`src/rtl/divider_pkg.sv`:
```
// Shared definitions for the fixed-point divider: FSM state codes, iteration count
// and saturation constants (constants are 64 bits wide and sliced from the top by users).
package divider_pkg;

  localparam logic [1:0] ST_IDLE = 2'd0;
  localparam logic [1:0] ST_CALC = 2'd1;
  localparam logic [1:0] ST_DONE = 2'd2;

  // Users take the top DATA_WIDTH bits, so DATA_WIDTH may not exceed 64.
  localparam logic [63:0] MAX_POS = 64'h7FFF_FFFF_FFFF_FFFF;
  localparam logic [63:0] MIN_NEG = 64'h8000_0000_0000_0000;

  function automatic int n_iter(input int data_width, input int frac);
    return data_width + frac;
  endfunction

endpackage

```
`src/rtl/divider_step.sv`:
```
// One restoring division step: shift the next dividend bit into the remainder,
// compare against the divisor and subtract when it fits.
module divider_step #(
  parameter int DATA_WIDTH = 32
) (
  input  logic [DATA_WIDTH-1:0] i_rem,
  input  logic                  i_bit,
  input  logic [DATA_WIDTH-1:0] i_divisor,
  output logic [DATA_WIDTH-1:0] o_rem,
  output logic                  o_qbit
);

  logic [DATA_WIDTH:0] w_shift;
  logic [DATA_WIDTH:0] w_diff;

  assign w_shift = {i_rem, i_bit};
  assign w_diff  = w_shift - {1'b0, i_divisor};
  assign o_qbit  = (w_shift >= {1'b0, i_divisor});
  // When the bit is 0 the shifted value is below the divisor, so it fits DATA_WIDTH bits.
  assign o_rem   = o_qbit ? w_diff[DATA_WIDTH-1:0] : w_shift[DATA_WIDTH-1:0];

endmodule

```
`src/rtl/divider.sv`:
```
// Signed Q(DATA_WIDTH-FRAC).FRAC sequential divider, one quotient bit per cycle,
// with zero-divisor and saturation flags. Define DIVIDER_ROUND_EN for round-half-away-from-zero.
module divider
  import divider_pkg::*;
#(
  parameter int DATA_WIDTH = 32,
  parameter int FRAC       = 16
) (
  input  logic                  clk,
  input  logic                  rst_n,
  input  logic                  in_valid,
  output logic                  in_ready,
  input  logic [DATA_WIDTH-1:0] FP_in1,
  input  logic [DATA_WIDTH-1:0] FP_in2,
  output logic                  out_valid,
  input  logic                  out_ready,
  output logic [DATA_WIDTH-1:0] FP_out,
  output logic                  div_by_zero,
  output logic                  overflow
);

  localparam int N  = n_iter(DATA_WIDTH, FRAC);
  localparam int CW = $clog2(N);
  localparam logic [CW-1:0]         L_LAST    = CW'(N - 1);
  localparam logic [DATA_WIDTH-1:0] L_MAX_POS = MAX_POS[63 -: DATA_WIDTH];
  localparam logic [DATA_WIDTH-1:0] L_MIN_NEG = MIN_NEG[63 -: DATA_WIDTH];
  localparam logic [N:0] L_POS_LIM = {{(N + 1 - DATA_WIDTH){1'b0}}, L_MAX_POS};
  localparam logic [N:0] L_NEG_LIM = {{(N + 1 - DATA_WIDTH){1'b0}}, L_MIN_NEG};

  logic [1:0]            r_state;
  logic [CW-1:0]         r_cnt;
  logic [N-1:0]          r_dvd;
  logic [DATA_WIDTH-1:0] r_dvs;
  logic [DATA_WIDTH-1:0] r_rem;
  logic [N-2:0]          r_quot;
  logic                  r_sign;
  logic [DATA_WIDTH-1:0] r_fp_out;
  logic                  r_dbz;
  logic                  r_ovf;

  logic [DATA_WIDTH-1:0] w_mag1;
  logic [DATA_WIDTH-1:0] w_mag2;
  logic [DATA_WIDTH-1:0] w_rem_next;
  logic                  w_qbit;
  logic [N-1:0]          w_qfull;
  logic                  w_round;
  logic [N:0]            w_qmag;
  logic                  w_ovf;
  logic [DATA_WIDTH-1:0] w_low;
  logic [DATA_WIDTH-1:0] w_result;

  assign w_mag1 = FP_in1[DATA_WIDTH-1] ? -FP_in1 : FP_in1;
  assign w_mag2 = FP_in2[DATA_WIDTH-1] ? -FP_in2 : FP_in2;

  divider_step #(.DATA_WIDTH(DATA_WIDTH)) u_step (
    .i_rem     (r_rem),
    .i_bit     (r_dvd[N-1]),
    .i_divisor (r_dvs),
    .o_rem     (w_rem_next),
    .o_qbit    (w_qbit)
  );

  // Final result is formed from the step output so DONE follows the last iteration directly.
  assign w_qfull = {r_quot, w_qbit};
`ifdef DIVIDER_ROUND_EN
  assign w_round = ({w_rem_next, 1'b0} >= {1'b0, r_dvs});
`else
  assign w_round = 1'b0;
`endif
  assign w_qmag   = {1'b0, w_qfull} + {{N{1'b0}}, w_round};
  assign w_ovf    = r_sign ? (w_qmag > L_NEG_LIM) : (w_qmag > L_POS_LIM);
  assign w_low    = w_qmag[DATA_WIDTH-1:0];
  assign w_result = w_ovf  ? (r_sign ? L_MIN_NEG : L_MAX_POS)
                           : (r_sign ? -w_low : w_low);

  always_ff @(posedge clk or negedge rst_n) begin
    if (!rst_n) begin
      r_state  <= ST_IDLE;
      r_cnt    <= '0;
      r_dvd    <= '0;
      r_dvs    <= '0;
      r_rem    <= '0;
      r_quot   <= '0;
      r_sign   <= 1'b0;
      r_fp_out <= '0;
      r_dbz    <= 1'b0;
      r_ovf    <= 1'b0;
    end else begin
      case (r_state)
        ST_IDLE: begin
          if (in_valid) begin
            r_sign <= FP_in1[DATA_WIDTH-1] ^ FP_in2[DATA_WIDTH-1];
            r_dvd  <= {w_mag1, {FRAC{1'b0}}};
            r_dvs  <= w_mag2;
            r_rem  <= '0;
            r_quot <= '0;
            r_cnt  <= '0;
            r_ovf  <= 1'b0;
            if (FP_in2 == '0) begin
              r_state  <= ST_DONE;
              r_dbz    <= 1'b1;
              r_fp_out <= FP_in1[DATA_WIDTH-1] ? L_MIN_NEG : L_MAX_POS;
            end else begin
              r_state  <= ST_CALC;
              r_dbz    <= 1'b0;
              r_fp_out <= '0;
            end
          end
        end
        ST_CALC: begin
          r_dvd  <= {r_dvd[N-2:0], 1'b0};
          r_rem  <= w_rem_next;
          r_quot <= w_qfull[N-2:0];
          r_cnt  <= r_cnt + CW'(1);
          if (r_cnt == L_LAST) begin
            r_state  <= ST_DONE;
            r_fp_out <= w_result;
            r_ovf    <= w_ovf;
          end
        end
        ST_DONE: begin
          if (out_ready) r_state <= ST_IDLE;
        end
        default: r_state <= ST_IDLE;
      endcase
    end
  end

  assign in_ready    = (r_state == ST_IDLE);
  assign out_valid   = (r_state == ST_DONE);
  assign FP_out      = r_fp_out;
  assign div_by_zero = r_dbz;
  assign overflow    = r_ovf;

endmodule

```
`config.mk`:
```
export PLATFORM = sky130hd
export DESIGN_NAME = divider
export DESIGN_NICKNAME = d
export VERILOG_FILES = /design/src/rtl/divider_pkg.sv /design/src/rtl/divider_step.sv /design/src/rtl/divider.sv
export SDC_FILE = /design/constraint.sdc
export NUM_CORES = 1
export LEC_CHECK = 0
export BUFFER_PORTS_ARGS = -buffer_cell sky130_fd_sc_hd__buf_2
export CORE_MARGIN = 5
export CORE_UTILIZATION = 50
export DETAILED_ROUTE_END_ITERATION = 7
export PLACE_DENSITY_LB_ADDON = 0.2
export SLEW_MARGIN = 20
export SYNTH_ARGS = -nofsm -noshare
export SYNTH_HDL_FRONTEND = slang
export SYNTH_SLANG_ARGS = --single-unit
```
`constraint.sdc`:
```
create_clock -name clk -period 4.8 [get_ports clk]
set_input_delay 0.96 -clock clk [delete_from_list [all_inputs] [get_ports clk]]
set_output_delay 0.96 -clock clk [all_outputs]
set_load 0.005 [all_outputs]
```
==> Word-level counts from Yosys, hierarchy flattened <==
Index checks and enable logic that the tools add are counted.
{ "totals": {"input_bits": 68, "wordCells": 61, "regBits": 202, "out_inout_bits": 36} }
{ "classes": {"reduce_logical": 7, "magnitude_cmp": 3, "add_sub_neg": 5, "bitwise_logic": 1, "n_mux": 29, "eq_ne": 6} }
{ "ops": {"columns": ["cell", "n"], "rows": [
  ["32-bit 2-to-1 mux", 11],
  ["32-bit case mux with 2 select lines", 2],
  ["32-bit negation", 3],
  ["48-bit case mux with 2 select lines", 1],
  ["47-bit case mux with 2 select lines", 1],
  ["48-bit by 31-bit greater-than comparator with 1-bit output, second input constant", 1],
  ["48-bit by 32-bit greater-than comparator with 1-bit output, second input constant", 1],
  ["48-bit 2-to-1 mux", 1],
  ["47-bit 2-to-1 mux", 1],
  ["33-bit by 32-bit >= comparator with 1-bit output", 1],
  ["32-bit logical NOT", 1],
  ["32-bit subtractor", 1],
  ["6-bit case mux with 2 select lines", 1],
  ["2-bit 2-to-1 mux", 4],
  ["6-bit by 1-bit adder with 6-bit output, second input constant", 1],
  ["6-bit equality test, second input constant", 1],
  ["6-bit 2-to-1 mux", 1],
  ["2-bit case mux with 3 select lines", 1],
  ["3-bit AND reduction", 2],
  ["1-bit 2-to-1 mux", 4],
  ["2-bit != test, second input constant", 2],
  ["2-bit AND reduction", 2],
  ["2-bit by 1-bit equality test with 1-bit output, second input constant", 1],
  ["2-bit equality test, second input constant", 1],
  ["5 further kinds", 5]
]} }

==> Logic depth before layout (Yosys ltp) <==
Gate-level depths: netlist of the first run.
{ "logic_depth": {"depth_word": 6, "depth_mapped": 23, "mapped_depth_nobuf": 21} }

==> Modules after synthesis <==
Synthesis of the first run repeated with hierarchy kept, for this count alone.
{ "unflattened": {"hier_cells": 1227, "area_unflattened_um2": 11702.5} }
{ "by_module_without_submodules": {"columns": ["mod", "cells_per_inst", "seq_area_each_um2", "n_inst", "area_each_um2"], "rows": [
  ["divider", 904, 4654.5, 1, 9371.5],
  ["divider_step", 323, 0.0, 1, 2331.0]
]} }

==> Worst setup path after synthesis of the first run <==
Ideal clock, no wire load.
{ "synth_path": {"path_type": "register to register", "from": "reg r_dvs[1]", "to": "reg r_fp_out[26] (netlist: FP_out[26])", "path_stages_with_launch": 24, "period_less_slack_ns": 4.572, "slack_ns": 0.228, "arrival_ns": 4.446, "n_path_buf": 2, "t_required_ns": 4.674, "setup_time_ns": 0.126, "path_cell_list": "dfrtp_1 > inv_1 > ha_1 > nor2b_1 > o21ai_0 > a21o_1 > a31oi_1 > a31o_2 > a211oi_1 > o31ai_1 > or2_2 > clkbuf_1 > inv_1 > buf_2 > ha_1 > and4b_1 > and4b_1 > nand3_1 > a21o_1 > nor2_1 > a21oi_1 > nor2_1 > a22oi_1 > a221o_1"} }
{ "synth_between": {"elab_chain_cells": 6, "elab_cells_between_ends": 9, "cone_classes": "1 x add/sub; 3 x order compare; 5 x mux"} }
{ "synth_lines": {"columns": ["element", "line", "rtl"], "rows": [
  ["start, declared", "divider.sv:33", "logic [DATA_WIDTH-1:0] r_dvs;"],
  ["start signal, assigned", "divider.sv:94", "r_dvs <= w_mag2;"],
  ["33-bit by 32-bit >= comparator with 1-bit output (*)", "divider_step.sv:18", "assign o_qbit = (w_shift >= {1'b0, i_divisor});"],
  ["48-bit by 31-bit greater-than comparator with 1-bit output (tied with other cells)", "divider.sv:71", "assign w_ovf = r_sign ? (w_qmag > L_NEG_LIM) : (w_qmag > L_POS_LIM);"],
  ["1-bit 2-to-1 mux / 32-bit 2-to-1 mux (equally long branches)", "divider.sv:71, divider.sv:74", null],
  ["32-bit 2-to-1 mux (*)", "divider.sv:73", "assign w_result = w_ovf ? (r_sign ? L_MIN_NEG : L_MAX_POS)"],
  ["32-bit 2-to-1 mux (*)", "divider.sv:115", "if (r_cnt == L_LAST) begin"],
  ["32-bit case mux with 2 select lines (*)", "divider.sv:89", "case (r_state)"],
  ["end signal, assigned", "divider.sv:102", "r_fp_out <= FP_in1[DATA_WIDTH-1] ? L_MIN_NEG : L_MAX_POS;"],
  ["end signal, assigned", "divider.sv:117", "r_fp_out <= w_result;"],
  ["end, declared", "divider.sv:37", "logic [DATA_WIDTH-1:0] r_fp_out;"]
]} }
Every way passes the cells marked *; elsewhere a longest branch is shown, timed or not. The select of a mux whose other input is x is not followed.
A chain may end at the register's enable or synchronous reset.

==> Worst setup path after layout of the first run <==
{ "layout_path": {"from": "reg r_dvs[1]", "to": "reg r_fp_out[6] (netlist: FP_out[6])"} }
Same word-level chain as after synthesis.

==> results of run 1 <==
[cell families (layout without fill, tap and decap cells)]
logic type | after synthesis | after routing | synth area share, %
AOI/OAI and AO/OA | 464 | 464 | 25.4
and+or+nand+nor | 356 | 356 | 15.4
xor gates and xnor gates | 88 | 88 | 6.66
adders and majority gates | 37 | 37 | 4.07
muxes | 33 | 33 | 2.86
DFF | 186 | 186 | 40.2
buffers and inverters | 142 | 213 | 5.44
[per-stage QoR]
stage	area, um^2	hold WS [ns]	worst slack [ns]	total power, mW
2_1_floorplan	11600	0.442	0.228	6.65
3_3_place_gp	12300	0.464	0.336	7.79
3_5_place_dp	12300	0.471	0.201	7.91
4_1_cts	12800	0.487	0.171	9.34
5_1_grt	12900	0.427	0.0444	10.2
6_report	12900	0.417	0.363	9.38
[worst max-delay path, stage by stage (launching register included)]
cell and delay, ns:
dfrtp_1 0.40, inv_1 0.06, ha_1 0.30, nor2b_1 0.13, o21ai_1 0.17, a21o_1 0.18
a31oi_1 0.12, a31o_2 0.30, a211oi_2 0.30, o31ai_1 0.12, or2_2 0.29, inv_1 0.08
ha_1 0.17, and4b_1 0.23, and4b_1 0.25, nand3_1 0.11, a21oi_1 0.26, buf_4 0.25
nand2_1 0.10, nor3b_1 0.22, a211oi_1 0.10, o21ai_0 0.19
[report_power, final]
| part | switching [mW] | internal, mW |
|---|---|---|
| combinational | 2.89 | 2.17 |
| sequential | 0.648 | 2.28 |
| clock | 0.697 | 0.697 |
[worst paths after layout]
kind | cells after the start | start | end
worst max-delay path | 21 | r_dvs[1]$_DFFE_PN0P_ | FP_out[6]$_DFFE_PN0P_
worst min register to register | 2 | r_dvs[12]$_DFFE_PN0P_ | r_dvs[12]$_DFFE_PN0P_
max in group asynchronous | 2 | rst_n | r_cnt[3]$_DFFE_PN0P_
min in group clk | 2 | r_dvs[12]$_DFFE_PN0P_ | r_dvs[12]$_DFFE_PN0P_
worst min-delay path | 1 | rst_n | r_quot[15]$_DFFE_PN0P_
worst max register to register | 21 | r_dvs[1]$_DFFE_PN0P_ | FP_out[6]$_DFFE_PN0P_
[flip-flops by register name, summed over array words and instances, names as in the netlist]
name,flops
overflow,1
r_dvd,32
r_cnt,6
FP_out,32
r_sign,1
r_quot,47
div_by_zero,1
r_dvs,32
r_rem,32
r_state,2
[cell type report]
cell class              count  area share [%]
flip-flops and latches    186            36.2
inverters                  55            1.60
clock inverters            14            1.14
repair buffers            126            5.77
multi-input cells         978            49.2
clock buffers              18            3.34
well taps                 285            2.77
[metal layers]
metal  up-vias  part of all wire, %  routed length (um)  track usage (%)
li1       4917                    -                   -                -
met1      4854                   46               13800             32.6
met2       341                   46               13800             36.1
met3        35                  5.8                1720             3.32
met4         0                  1.4                 408             6.27
met5         -                    0                   0                0
[placed cells by master (no fill, tap or decap), types with 20 or more instances in the layout]
master,instances
a21oi_1,92
a22o_1,45
buf_2,102
buf_4,20
dfrtp_1,186
ha_1,36
inv_1,53
mux2i_1,33
nand2_1,139
nand3_1,22
nor2_1,57
o21ai_0,144
o22ai_1,48
o31ai_1,20
xnor2_1,40
xor2_1,48
==> metrics, run 1 <==
share of cells above drive strength 1=13.7%; H-tree Lvls=4; RSZ-0062 raised after global routing=no; GRT Util Overall=22.7%; Hold-fix buffers, CTS=0; post-route ant nets=0; Die Y=162 um; top-area cell type share of the netlist area=between 40% and 50%; Clock Pin Slew Worst Setup and Hold Paths=0.07 ns; Total Wirelength=29700 um; commonest cells in the netlist=dfrtp_1, o21ai_0, nand2_1, a21oi_1, clkbuf_1; Util after Layout=around 57%; Mapped Area=11600 um^2; vias per inst=approximately 6; core area=~23000 um^2; peak supply drop=between 0.3 and 0.4 mV; period utilisation layout=92.4%; post-CTS sizing=0; number of flops mapped to enable cells by yosys=0; Critical Path RT=5.15 ns; R2R Setup Slk=0.36 ns; Slew Viols, Final=0; Static Leak=just under 6 nW; Achievable Freq=roughly 230 MHz; clock buffer depth=2; initial antenna violation count=0; register area share after synthesis=between 40% and 50%; Core Rows=55; Ys Warns=0; Syn Area/Cell=8.86 um^2; DR WL/cell=17.9 um; count leader, synth=dfrtp_1; predominant post-synthesis flop cell=dfrtp_1; actual slew at the worst max-slew pin=0.940 ns; Worst Setup Start Kind=flip-flop; dpl hpwl=20300 um; CTS sink cnt=approximately 190; Tmin final=4.44 ns; post-CTS setup buffer count=0; Die Area=26300 um^2; GRT overflow=0; setup_tns=0 ns; synth top area cells=dfrtp_1, o21ai_0, nand2_1; count of state elements after synthesis=about 190; # Max-Cap Violations=0; CP Max Fanout=12; status=finished, final reports clean; nets=1469; Synth cell types=76; WS Path Type=reg2reg; io pins=104; CTS tree=done; DRT Pass-1 Iters=6; arrival time at the worst endpoint=4.79 ns; TritonCTS buffer count=17; fillers=2108; Worst setup EP type=flip-flop; syn nets=roughly 1.4k; P per Cell Area=roughly 730 nW/um^2; DR iter-0 viols=724; Clk Latency, worst-skew pair=0.44 ns; clock root cell=clkbuf_16; Async SR Flop Fraction=100%; DR vias=10.1k; die width=162 um; Yosys top cell by area=dfrtp_1; worst clock skew=0.00969 ns; # setup viols final=0; # diodes=0; Hold WC Path Type=in2async; area grow syn2layout=11.2%; Starting Density=50.9%; final non-filler cell total=1662; footprint of the multi-input gates=6330 um^2; placed cell count=1629; Register Area=4650 um^2; pin count of the biggest net entering global routing=122; Placer Congestion=0.875; final hold vios=0; number of I/O port buffers=103; DRC=0; first-pass GRT wire length=49400 um; vias in the first global route=9651; Slew headroom=37.2%; Post-Synthesis Cells=approximately 1.3k
Note: power is estimated with default switching activity, not from simulation.
==> run 2: changes to the inputs <==
==> constraint.sdc (replaced) <==
create_clock -name clk -period 5.34 [get_ports clk]
set_input_delay 1.068 -clock clk [delete_from_list [all_inputs] [get_ports clk]]
set_output_delay 1.068 -clock clk [all_outputs]
set_load 0.005 [all_outputs]
==> metrics, run 2 (same netlist as run 1, synthesis figures left out) <==
post-route ant nets=0; GRT overflow=0; period utilisation layout=between 90 and 100%; arrival time at the worst endpoint=between 5 and 6 ns; RSZ-0062 raised after global routing=no; Die Area=26300 um^2; Worst Setup Start Kind=flip-flop; pin count of the biggest net entering global routing=116; Placer Congestion=0.871; reg2reg start=r_dvs[1]$_DFFE_PN0P_; Starting Density=50.9%; # Max-Cap Violations=0; sequential group share of total power=31.1%; DR iter-0 viols=804; Clock Pin Slew Worst Setup and Hold Paths=0.08 ns; Slew Viols, Final=0; number of I/O port buffers=103; post-CTS setup buffer count=0; peak supply drop=0.284 mV; Place WS=0.516 ns; Util after Layout=about 57%; Static Leak=5.80 nW; vias per inst=6.13; Die Y=162 um; # setup viols final=0; DRC=0; footprint of the multi-input gates=between 6000 and 7000 um^2; H-tree Lvls=4; power share of the clock group=between 15 and 20%; Most flops, register=r_quot; status=finished, final reports clean; post-CTS sizing=0; DRT Pass-1 Iters=5; CTS tree=done; DR vias=10.2k; first-pass GRT wire length=50400 um; switching power share of the total=between 40 and 50%; Hold WC Path Type=reg2reg; vias in the first global route=9832; fillers=about 2.1k; # diodes=0; die width=162 um; Worst setup EP type=flip-flop; worst hold start=r_cnt[5]$_DFFE_PN0P_; TritonCTS buffer count=17; worst clock skew=0.0112 ns; CP Max Fanout=7; Clk Latency, worst-skew pair=0.44 ns; Setup WS post-layout=0.394 ns; clock root cell=clkbuf_16; dpl hpwl=20400 um; GRT Util Overall=23.0%; max reg flops=47; switching power total=3.78 mW; most frequent cells in the layout=dfrtp_1, o21ai_0, nand2_1; setup_tns=0 ns; P per Cell Area=657 nW/um^2; Core Rows=55; nets=1467; Worst Setup SP=r_dvs[1]$_DFFE_PN0P_; Internal=4.65 mW; WS Path Type=reg2reg; most common cell after layout, fill and taps aside=dfrtp_1; worst hold slack=0.481 ns; initial antenna violation count=0; Achievable Freq=202 MHz; final hold vios=0; DR WL/cell=18.1 um; Register Area=4650 um^2; CTS sink cnt=between 150 and 200; Tmin final=4.95 ns; Comb pwr share=53.2%; Slew headroom=36.7%; clock buffer depth=2; actual slew at the worst max-slew pin=0.948 ns; share of cells above drive strength 1=13.3%; area grow syn2layout=10.9%; Hold-fix buffers, CTS=0; io pins=approximately 100; Total Wirelength=30000 um; core area=22700 um^2; Critical Path RT=5.66 ns
-- run 2: changes by cell type in the layout (fill, tap and decap cells not counted), sizes merged --
cell,before,now
inv,65,64
clkinv,3,4
buf,125,123
clkinvlp,1,0
bufinv,0,1
-- run 2: through the flow --
step,instance area [um^2],total power [mW],std cells
floorplan,11600,5.97,1306
global placement,12200,6.96,1628
detailed placement,12200,7.08,1628
CTS,12800,8.44,1660
global route,12800,9.18,1660
finish,12800,8.43,1660
-- run 2: critical path, cell delays in order (launching register included) --
cell      delay (ns)
dfrtp_1         0.40
inv_1           0.07
ha_1            0.30
nor2b_1         0.13
o21ai_0         0.25
a21o_1          0.22
a31oi_1         0.16
a31o_2          0.31
a211oi_1        0.39
o31ai_1         0.15
or2_2           0.30
inv_1           0.08
ha_1            0.23
and4b_1         0.23
and4b_1         0.22
nand3_1         0.11
a21o_1          0.22
nor2_1          0.44
a21oi_1         0.08
nor2_1          0.11
a22oi_1         0.08
a221o_1         0.34
-- run 2: final timing paths --
kind                       cells past startpoint                endpoint  slack, ns
min in group asynchronous                      1  FP_out[17]$_DFFE_PN0P_       0.77
max in group asynchronous                      2   r_dvs[31]$_DFFE_PN0P_       3.50
max reg2reg                                   21  FP_out[26]$_DFFE_PN0P_       0.39
max                                           21  FP_out[26]$_DFFE_PN0P_       0.39
min                                            1    r_cnt[5]$_DFFE_PN0P_       0.48
min reg2reg                                    1    r_cnt[5]$_DFFE_PN0P_       0.48
-- run 2: metal layers --
layer | vias to the layer above | part of all wire [%] | track usage [%]
met1 | 4952 | 47 | 33.7
li1 | 4910 | - | -
met2 | 300 | 47 | 36.9
met3 | 16 | 5.3 | 3.12
met4 | 0 | 0.67 | 4.34
met5 | - | 0 | 0
-- run 2: area by class of cell --
cell class              count  share of cell area [%]
flip-flops and latches    186                    36.3
well taps                 285                    2.78
repair buffers            124                    5.31
inverters                  55                    1.61
clock inverters            14                    1.36
clock buffers              18                    3.42
multi-input cells         978                    49.2
-- run 2: power groups by stage --
stage	clock, mW	combinational (mW)	sequential [mW]
finish	1.32	4.48	2.63
global route	1.40	5.07	2.71
CTS	1.35	4.47	2.61
detailed placement	0	4.44	2.63
global placement	0	4.35	2.61
floorplan	0	3.55	2.43
